File: config.mk
export PLATFORM = sky130hd
export DESIGN_NAME = bcd_to_binary_seq
export DESIGN_NICKNAME = d
export VERILOG_FILES = /design/src/rtl/bcd_to_binary_seq.sv
export SDC_FILE = /design/constraint.sdc
export NUM_CORES = 1
export LEC_CHECK = 0
export CORE_MARGIN = 2
export CORE_UTILIZATION = 51
export DETAILED_ROUTE_END_ITERATION = 10
export PLACE_DENSITY = 0.78
export SKIP_LAST_GASP = 1
export SYNTH_ARGS = -nofsm -noshare
export SYNTH_HDL_FRONTEND = slang
export SYNTH_SLANG_ARGS = --single-unit
File: constraint.sdc
create_clock -name clk -period 1.49 [get_ports clk]
set_input_delay 0.298 -clock clk [delete_from_list [all_inputs] [get_ports clk]]
set_output_delay 0.298 -clock clk [all_outputs]
set_load 0.05 [all_outputs]
File: src/rtl/bcd_to_binary_seq.sv
// Sequential reverse double-dabble: packed BCD in, unsigned binary out, BIN_W shift cycles.
// Optional digit check enabled by defining BCD_TO_BINARY_SEQ_DIGIT_CHECK_EN.
module bcd_to_binary_seq #(
  parameter int unsigned DIGITS = 2,
  parameter int unsigned BIN_W  = 7
) (
  input  logic                  clk,
  input  logic                  rst,
  input  logic                  start,
  input  logic [4*DIGITS-1:0]   bcd_in,
  output logic                  busy,
  output logic                  done,
  output logic [BIN_W-1:0]      bin_out,
  output logic                  err
);

  localparam int unsigned BCD_W = 4 * DIGITS;
  localparam int unsigned CNT_W = $clog2(BIN_W + 1);

  typedef enum logic [1:0] {IDLE, SHIFT, DONE} state_t;

  state_t             state_q, state_d;
  logic [BCD_W-1:0]   bcd_sh_q, bcd_sh_d;
  logic [BIN_W-1:0]   bin_sh_q, bin_sh_d;
  logic [CNT_W-1:0]   cnt_q, cnt_d;
  logic [BIN_W-1:0]   bin_out_q, bin_out_d;
  logic               err_q, err_d;

  logic [BCD_W-1:0]   sh_bcd, adj_bcd;
  logic [BIN_W-1:0]   sh_bin;
  logic               bad_digit;

  // One shift step: shift whole register right, then correct digits that landed at >= 8.
  always_comb begin
    {sh_bcd, sh_bin} = {1'b0, bcd_sh_q, bin_sh_q[BIN_W-1:1]};
    adj_bcd = sh_bcd;
    for (int unsigned i = 0; i < DIGITS; i++) begin
      if (sh_bcd[4*i +: 4] >= 4'd8)
        adj_bcd[4*i +: 4] = sh_bcd[4*i +: 4] - 4'd3;
    end
  end

  always_comb begin
    bad_digit = 1'b0;
    for (int unsigned i = 0; i < DIGITS; i++) begin
      if (bcd_in[4*i +: 4] > 4'd9)
        bad_digit = 1'b1;
    end
  end

  always_comb begin
    state_d   = state_q;
    bcd_sh_d  = bcd_sh_q;
    bin_sh_d  = bin_sh_q;
    cnt_d     = cnt_q;
    bin_out_d = bin_out_q;
    err_d     = err_q;
    case (state_q)
      IDLE, DONE: begin
        if (start) begin
`ifdef BCD_TO_BINARY_SEQ_DIGIT_CHECK_EN
          if (bad_digit) begin
            state_d   = DONE;
            bin_out_d = '0;
            err_d     = 1'b1;
          end else begin
            state_d  = SHIFT;
            bcd_sh_d = bcd_in;
            bin_sh_d = '0;
            cnt_d    = CNT_W'(BIN_W);
          end
`else
          state_d  = SHIFT;
          bcd_sh_d = bcd_in;
          bin_sh_d = '0;
          cnt_d    = CNT_W'(BIN_W);
`endif
        end else if (state_q == DONE) begin
          state_d = IDLE;
        end
      end
      SHIFT: begin
        bcd_sh_d = adj_bcd;
        bin_sh_d = sh_bin;
        cnt_d    = cnt_q - CNT_W'(1);
        if (cnt_q == CNT_W'(1)) begin
          bin_out_d = sh_bin;
          err_d     = 1'b0;
          state_d   = DONE;
        end
      end
      default: state_d = IDLE;
    endcase
  end

  always_ff @(posedge clk or posedge rst) begin
    if (rst) begin
      state_q   <= IDLE;
      bcd_sh_q  <= '0;
      bin_sh_q  <= '0;
      cnt_q     <= '0;
      bin_out_q <= '0;
      err_q     <= 1'b0;
    end else begin
      state_q   <= state_d;
      bcd_sh_q  <= bcd_sh_d;
      bin_sh_q  <= bin_sh_d;
      cnt_q     <= cnt_d;
      bin_out_q <= bin_out_d;
      err_q     <= err_d;
    end
  end

`ifdef BCD_TO_BINARY_SEQ_DIGIT_CHECK_EN
  assign err = err_q;
`else
  logic unused_chk;
  assign unused_chk = bad_digit ^ err_q;
  assign err = 1'b0;
`endif
  assign busy    = (state_q == SHIFT);
  assign done    = (state_q == DONE);
  assign bin_out = bin_out_q;

endmodule

==> reports/results.ini, run 1 <==
[run]
maxCapViolCount=0

[worst_setup_path]
startpoint_type=flop
slowest_stage=dfrtp_1
crit_required_ns=1.19
cpLargestDelayFamily=flip-flops
critPathArrivalTime_ns=1.18
path_cells=nand2b_4 -> inv_2 -> buf_6 -> buf_12
worst-path-buf-inv=3
slowest_delay_ns=0.40
critPathMaxFanout=2
cp-end-kind=output pin
path_class=reg2out

[route]
m1WireLength_um=1040
wl_per_cell_um=14.7
dr.pass1.iters=4
drc=0
antenna_left=0
vias_per_cell=5.37
highest_layer=met4
dr.first_iter.drc_count=16
met3_length_um=61
met2_length_um=1130
drt-total-wl_um=2280
detailroute.via_count=833

[die]
start_util_pct=53.9
rows=17
die_w_um=52.1
pin_count=21
die_area_mm2=0.00271
fp.dieH_um=52.1
core_mm2=0.00219

[timing]
fin_crit_sh_pct=99.2
timing.fmax_ghz=0.677
maxSlewViolCount=0
tns_ns=0
fin_ws_ns=0.0122
period_needed_ns=1.48
rsz0062_at_grt=true
clock_skew_ns=0.0103
hold_slack_ns=0.276
setup_viol=0
finalHoldViolCount=0

[placed_design]
io_buffers=19
hpwl_um=1620
gp_congestion=0.767
place_ws_ns=0.00266
place_inst=148

[layout]
syn_to_final_growth_pct=32.3
final_layout_size_suffix_gt1_share_pct=25.2
num_antenna_cells=0
layoutNonFillerInstCount=155
final_nets=143

[yosys]
async_flop_share_pct=100
syn-num-nets=118
syn_inst=103
synth.cell_area_mm2=0.00118
yosys_warnings=0
avgSynthCellArea_um2=11.5
ys_seq_area_share_pct=55.1
synth_seq_cells=26
synth_edf_count=0
synth.distinct_cells=28
postSynth.topFlopCell=dfrtp_1

[power_and_ir_drop]
total_power_mw=3.68
leakage_nw=0.734
powerDensity_mw_per_mm2=2360
ir_drop_mv=1.32

[grt]
gr-total-overflow=0
antenna_found_initial=0
grt_pass1_wl_um=3800
grt_start_max_net_pins=27
grt_pass1_vias=854
grtUsageTotal_pct=19.5

[worst_hold_path]
hold_class=in2async

[clock_tree]
clk_latency_ns=0.34
ctsLongestPathBuffers=2
cts_buffers=3
cts_sinks=26
clkSlewWorstSetupHoldPaths_ns=0.14
cts_max_level=1
cts_tree=done
cts_root_buf=clkbuf_4

[outcome]
status=finished clean

-- per-stage QoR --
| stage | instance area [um^2] | util (%) |
|---|---|---|
| after floorplan | 1180 | - |
| after CTS | 1550 | 70.6 |
| after global routing | 1560 | 71.3 |
| after global placement | 1490 | 68.0 |
| after detailed placement | 1490 | 68.0 |
| final | 1560 | 71.3 |
-- final cells by class --
type | count | area, um^2
Fill cell | 143 | 629
Clock buffer | 4 | 36.3
Multi-Input combinational cell | 64 | 473
Tap cell | 28 | 35.0
Inverter | 6 | 22.5
Timing Repair Buffer | 27 | 344
Sequential cell | 26 | 651
-- cell usage in the layout, fill, tap and decap left out, drive strengths merged --
master	n
xor2	1
nor2b	4
clkdlybuf4s50	10
nor2	6
nand2b	2
o21ai	2
dfrtp	26
o211a	1
buf	17
inv	6
conb	1
a31oi	5
nand3	1
a311oi	1
o211ai	2
ha	4
and3	1
mux2	7
xnor2	1
a21oi	2
clkbuf	4
a22o	7
nor3	1
o22ai	1
nand2	13
and2	1
-- Yosys cell counts (4+ instances only) --
library cell | number | area, um^2
dfrtp_1 | 26 | 651
nand2_1 | 13 | 48.8
a22o_1 | 7 | 61.3
mux2_4 | 7 | 105
nor2_1 | 6 | 22.5
a31oi_1 | 5 | 31.3
inv_1 | 5 | 18.8
ha_1 | 4 | 50.1
nor2b_1 | 4 | 25.0
-- cell families (layout without fill, tap and decap cells) --
group                    after synthesis  count (layout)  synth area share [%]
buffers and inverters                 13              37                  5.62
flip-flops                            26              26                  55.1
adder cells (fa/ha/maj)                4               4                  4.24
AND/OR/NAND/NOR                       29              29                  11.3
multiplexers                           7               7                  8.91
XOR/XNOR                               2               2                  1.48
AO/OA/AOI/OAI                         21              21                  12.9
other                                  1               1                 0.318
-- report_power, final --
group / internal, mW / total, mW / switching [mW]
logic: 1.02 / 1.97 / 0.944
registers: 1.03 / 1.34 / 0.313
clock network: 0.150 / 0.370 / 0.220
total: 2.20 / 3.68 / 1.48
-- timing repair --
| item | 4_1_cts | 5_1_grt |
|---|---|---|
| pin swaps | 1 | 1 |
| hold buffers | 0 | 0 |
| buffers inserted | 2 | 1 |
| gates resized for setup | 2 | 1 |
| setup endpoints to repair | 8 | 9 |
-- worst paths after layout --
path | startpoint | endpoint | slack [ns] | cells past startpoint
worst max-delay path | state_q[1] | busy | 0.01 | 4
worst min-delay path | rst | bin_out[1] | 0.28 | 3
worst max register to register | cnt_q[1] | bin_out[6] | 0.05 | 5
worst min register to register | cnt_q[1] | cnt_q[1] | 0.52 | 2
max in group asynchronous | rst | bcd_sh_q[2] | 0.96 | 3
min in group clk | bcd_in[4] | bcd_sh_q[4] | 0.51 | 3
-- registers in the layout, summed over array words and instances, names as in the netlist --
signal and count:
bin_out 7, bcd_sh_q 8, cnt_q 3, state_q 2, bin_sh_q 6
-- per-layer routing --
| metal | vias to the layer above | GRT usage [%] |
|---|---|---|
| li1 | 394 | - |
| met4 | 0 | 9.21 |
| met1 | 420 | 25.0 |
| met2 | 14 | 32.3 |
| met3 | 5 | 2.59 |
| met5 | - | 0 |
-- worst min-delay path: stages --
cell             delay (ns)
clkdlybuf4s50_1        0.39
inv_1                  0.05
buf_4                  0.30
Note: power is estimated with default switching activity, not from simulation.
==> run 2: changes to the inputs <==
- CORE_UTILIZATION: 51 -> 40
- PLACE_DENSITY: 0.78 -> default
==> run 2 against run 1 <==
  * The run now ends with negative setup slack left
  * Worst setup slack got worse by 0.014 ns
  * Final cell count rose by 3.2%
  * Hold slack improved by 0.027 ns
  * First-iteration DRC count rose by 88%
  * Sequential share of layout area fell by 0.72 points
  * Total power rose by 2.6%
  * Critical endpoint unchanged
==> reports/results.ini, run 2 (synthesis gave the netlist of run 1 again) <==
[timing]
setup_viol=1
fin_ws_ns=-0.00159
hold_slack_ns=0.303
fin_crit_sh_pct=100
timing.fmax_ghz=0.670
clock_skew_ns=0.0119
period_needed_ns=1.49
finalHoldViolCount=0
rsz0062_at_grt=true
tns_ns=-0.00159
maxSlewViolCount=0

[worst_hold_path]
hold_class=in2async

[grt]
gr-total-overflow=0
grt_pass1_wl_um=3880
met3_usage_pct=1.98
grtUsageTotal_pct=15.0
grt_start_max_net_pins=27
grt_use_met2_pct=20.9
top_usage_layer=met1
use_met1_pct=23.1
grt_pass1_vias=820
antenna_found_initial=0

[route]
drt-total-wl_um=2210
wl_per_cell_um=13.8
dr.first_iter.drc_count=30
drc=0
dr.pass1.iters=4
antenna_left=0
vias_per_cell=5.03
detailroute.via_count=805

[layout]
layoutNonFillerInstCount=160
final_common_cell=dfrtp_1
fin_area_mm2=0.00159
multi_input_area_um2=465
final_cell_mix=dfrtp_1, nand2_1, clkdlybuf4s50_1
seq_area_um2=651
largest_reg_flops=8
final_layout_size_suffix_gt1_share_pct=25.6
syn_to_final_growth_pct=34.7
largest_register=bcd_sh_q
utilization_pct=57.1
nFillCells=246
num_antenna_cells=0
final_nets=145

[clock_tree]
cts_buffers=3
ctsLongestPathBuffers=2
cts_root_buf=clkbuf_4
clk_latency_ns=0.32
cts_max_level=1
cts_tree=done
clkSlewWorstSetupHoldPaths_ns=0.14
cts_sinks=26

[worst_setup_path]
critPathMaxFanout=2
startpoint_type=flop
critPathArrivalTime_ns=1.19
crit_required_ns=1.19
cp-end-kind=output pin
path_class=reg2out

[placed_design]
hpwl_um=1510
gp_congestion=0.715
place_inst=151
place_ws_ns=0.0251
io_buffers=19
placed_area_mm2=0.00149

[die]
rows=19
die_w_um=58.3
fp.dieH_um=58.3
pin_count=21
core_mm2=0.00278
die_area_mm2=0.00340
start_util_pct=42.4

[power_and_ir_drop]
leakage_nw=0.750
total_power_mw=3.78
ir_drop_mv=1.61
powerDensity_mw_per_mm2=2380

[run]
maxCapViolCount=0

[outcome]
violations=negative setup slack
status=finished with violations

[run 2: cell types whose count changed in the layout (fill, tap and decap cells not counted)]
cell,change
clkbuf_8,-1
nand2b_1,+1
nand2b_4,-1
bufinv_16,+1
buf_4,+2
[run 2: area by class of cell]
| class | instances | area share [%] |
|---|---|---|
| Clock inverter | 1 | 1.89 |
| Clock buffer | 3 | 1.42 |
| Multi-Input combinational cell | 64 | 29.3 |
| Inverter | 6 | 1.42 |
| Tap cell | 31 | 2.44 |
| Sequential cell | 26 | 40.9 |
| Timing Repair Buffer | 29 | 22.6 |
[run 2: final timing paths]
| check | endpoint | startpoint | cells past startpoint | slack, ns |
|---|---|---|---|---|
| max | busy | state_q[1] | 4 | -0.002 |
| min | bin_out[2] | rst | 3 | 0.30 |
| max reg2reg | bin_out[1] | state_q[1] | 5 | 0.08 |
| min reg2reg | bcd_sh_q[7] | bcd_sh_q[7] | 1 | 0.52 |
| max in group asynchronous | bcd_sh_q[0] | rst | 3 | 0.92 |
| min in group clk | bcd_sh_q[7] | bcd_sh_q[7] | 1 | 0.52 |
[run 2: what timing repair did]
action	4_1_cts	5_1_grt
buffers inserted	3	2
gates resized for setup	1	1
hold endpoints to repair	0	0
endpoints found under the setup margin	1	9
pin swaps	0	1
hold buffers	0	0
[run 2: per-layer routing]
layer | wire, um | vias to the layer above
li1 | - | 401
met1 | 1120 | 382
met2 | 977 | 16
met3 | 63 | 6
met4 | 48 | 0
met5 | 0 | -
[run 2: power breakdown]
group | total [mW] | switching (mW) | internal, mW | leakage [nW]
sequential | 1.32 | 0.290 | 1.03 | 0.320
combinational | 1.98 | 0.944 | 1.03 | 0.402
clock | 0.479 | 0.207 | 0.272 | 0.0279
[run 2: critical path: stages (launching register included)]
cell and delay [ns]:
dfrtp_1 0.41, nand2b_1 0.17, inv_2 0.08, buf_6 0.11, buf_12 0.12
==> run 3: changes to the inputs <==
- CORE_ASPECT_RATIO: default -> 0.9
- RECOVER_POWER: default -> 50
- clock period: 1.49 -> 1.9 ns (I/O delays scaled with it)
==> run 3 against run 2 <==
  * The flow now finishes without violations
  * Hold slack gained 0.21 ns
  * Critical path depth is 1 lower
  * Non-clock buffer count is 6 lower
  * Largest power group unchanged
  * Combinational power is 35% lower
  * Via count fell by 4.2%
  * Global-route usage down 0.69 points
  * First-iteration DRC count rose by 37%
  * Worst setup slack improved by 0.23 ns
  * Final cell count rose by 1.9%
  * Sequential share of layout area rose by 3.7 points
  * Clock power is 22% lower
  * Sequential power shrank 24%
==> reports/results.ini, run 3 (synthesis gave the netlist of run 1 again) <==
[grt]
grtUsageTotal_pct=14.3
antenna_found_initial=0
gr-total-overflow=0
grt_pass1_wl_um=3690
grt_pass1_vias=752
grt_start_max_net_pins=27

[worst_setup_path]
critPathArrivalTime_ns=1.29
ff2ff_path_depth=4
startpoint_type=flop
path_cells=nand2b_1 -> inv_2 -> buf_12
cp-end-kind=output pin
crit_required_ns=1.52
critPathMaxFanout=15
slowest_delay_ns=0.39
slowest_stage=dfrtp_1
path_class=reg2out

[layout]
final_layout_size_suffix_gt1_share_pct=17.9
largest_register=bcd_sh_q
syn_to_final_growth_pct=23.5
final_cell_mix=dfrtp_1, nand2_1, clkdlybuf4s50_1
num_antenna_cells=0
seq_area_um2=651
largest_reg_flops=8
final_common_cell=dfrtp_1
nFillCells=253
final_nets=139
multi_input_area_um2=463

[clock_tree]
cts_buffers=3
ctsLongestPathBuffers=2
clk_latency_ns=0.32
cts_tree=done
postCtsSetupBuffers=0
cts_max_level=1
cts_sinks=26
cts_root_buf=clkbuf_4
clkSlewWorstSetupHoldPaths_ns=0.14

[die]
pin_count=21
start_util_pct=42.6
fp.dieH_um=55.5
rows=18
die_w_um=61.3
die_area_mm2=0.00340
core_mm2=0.00277

[worst_hold_path]
min_path_cells=2
hold_class=reg2reg

[timing]
finalHoldViolCount=0
maxSlewViolCount=0
timing.fmax_ghz=0.597
setup_viol=0
tns_ns=0
clock_skew_ns=0.00648
period_needed_ns=1.67
rsz0062_at_grt=false
slew-limit-headroom_pct=58.5
worst_slew_pin_slew_ns=0.622
fin_ws_ns=0.226
fin_crit_sh_pct=88.1

[route]
dr.pass1.iters=4
dr.first_iter.drc_count=41
vias_per_cell=4.73
wl_per_cell_um=13.0
drc=0
drt-total-wl_um=2120
antenna_left=0
detailroute.via_count=771

[placed_design]
io_buffers=19
place_ws_ns=0.345
hpwl_um=1450
gp_congestion=0.708

[outcome]
status=finished clean

[power_and_ir_drop]
powerDensity_mw_per_mm2=1820
leakage_nw=0.719
ir_drop_mv=0.778

[run]
maxCapViolCount=0

run 3: area by class of cell:
type | instances | area share (%)
Clock inverter | 1 | 2.06
Tap cell | 40 | 3.43
Timing Repair Buffer | 23 | 15.0
Clock buffer | 3 | 1.55
Multi-Input combinational cell | 64 | 31.8
Inverter | 6 | 1.55
Sequential cell | 26 | 44.6
run 3: critical path: cells and delay by family, from the launching register on:
| kind | cells | cell delay [ns] |
|---|---|---|
| and+or+nand+nor | 1 | 0.16 |
| buffers and inverters | 2 | 0.41 |
| DFF | 1 | 0.39 |
run 3: worst paths after layout:
kind | start | to | slack [ns]
setup reg to reg | state_q[1] | bin_out[4] | 0.38
setup / recovery | state_q[1] | busy | 0.23
hold / removal | cnt_q[1] | cnt_q[1] | 0.52
max in group asynchronous | rst | bin_out[4] | 0.85
hold reg to reg | cnt_q[1] | cnt_q[1] | 0.52
min in group asynchronous | rst | bcd_sh_q[2] | 0.64
run 3: report_power, final:
part	switching [mW]	total, mW	internal [mW]	leakage (nW)
clock	0.163	0.376	0.213	0.0279
combinational	0.713	1.28	0.566	0.372
sequential	0.191	0.997	0.806	0.320
total	1.07	2.65	1.59	0.719
run 3: through the flow:
stage | power [mW] | hold WS, ns | cells | utilization [%] | area (um^2)
floorplan | 1.94 | 0.420 | 103 | - | 1180
global placement | 2.28 | 0.483 | 159 | 50.7 | 1400
detailed placement | 2.31 | 0.486 | 159 | 50.7 | 1400
CTS | 2.69 | 0.396 | 163 | 52.6 | 1460
global route | 2.85 | 0.549 | 163 | 52.6 | 1460
finish | 2.65 | 0.517 | 163 | 52.6 | 1460
run 3: layer usage:
metal | wire length (um) | share of wire [%] | global-route usage [%] | up-vias
li1 | - | - | - | 388
met3 | 56 | 2.6 | 4.22 | 2
met5 | 0 | 0 | 0 | -
met2 | 926 | 44 | 18.5 | 10
met1 | 1130 | 53 | 23.5 | 371
met4 | 10 | 0.47 | 2.80 | 0
run 3: timing repair:
action                     in CTS  in global routing
hold buffers                    0                  0
setup endpoints to repair       0                  3
resized for setup               0                  3
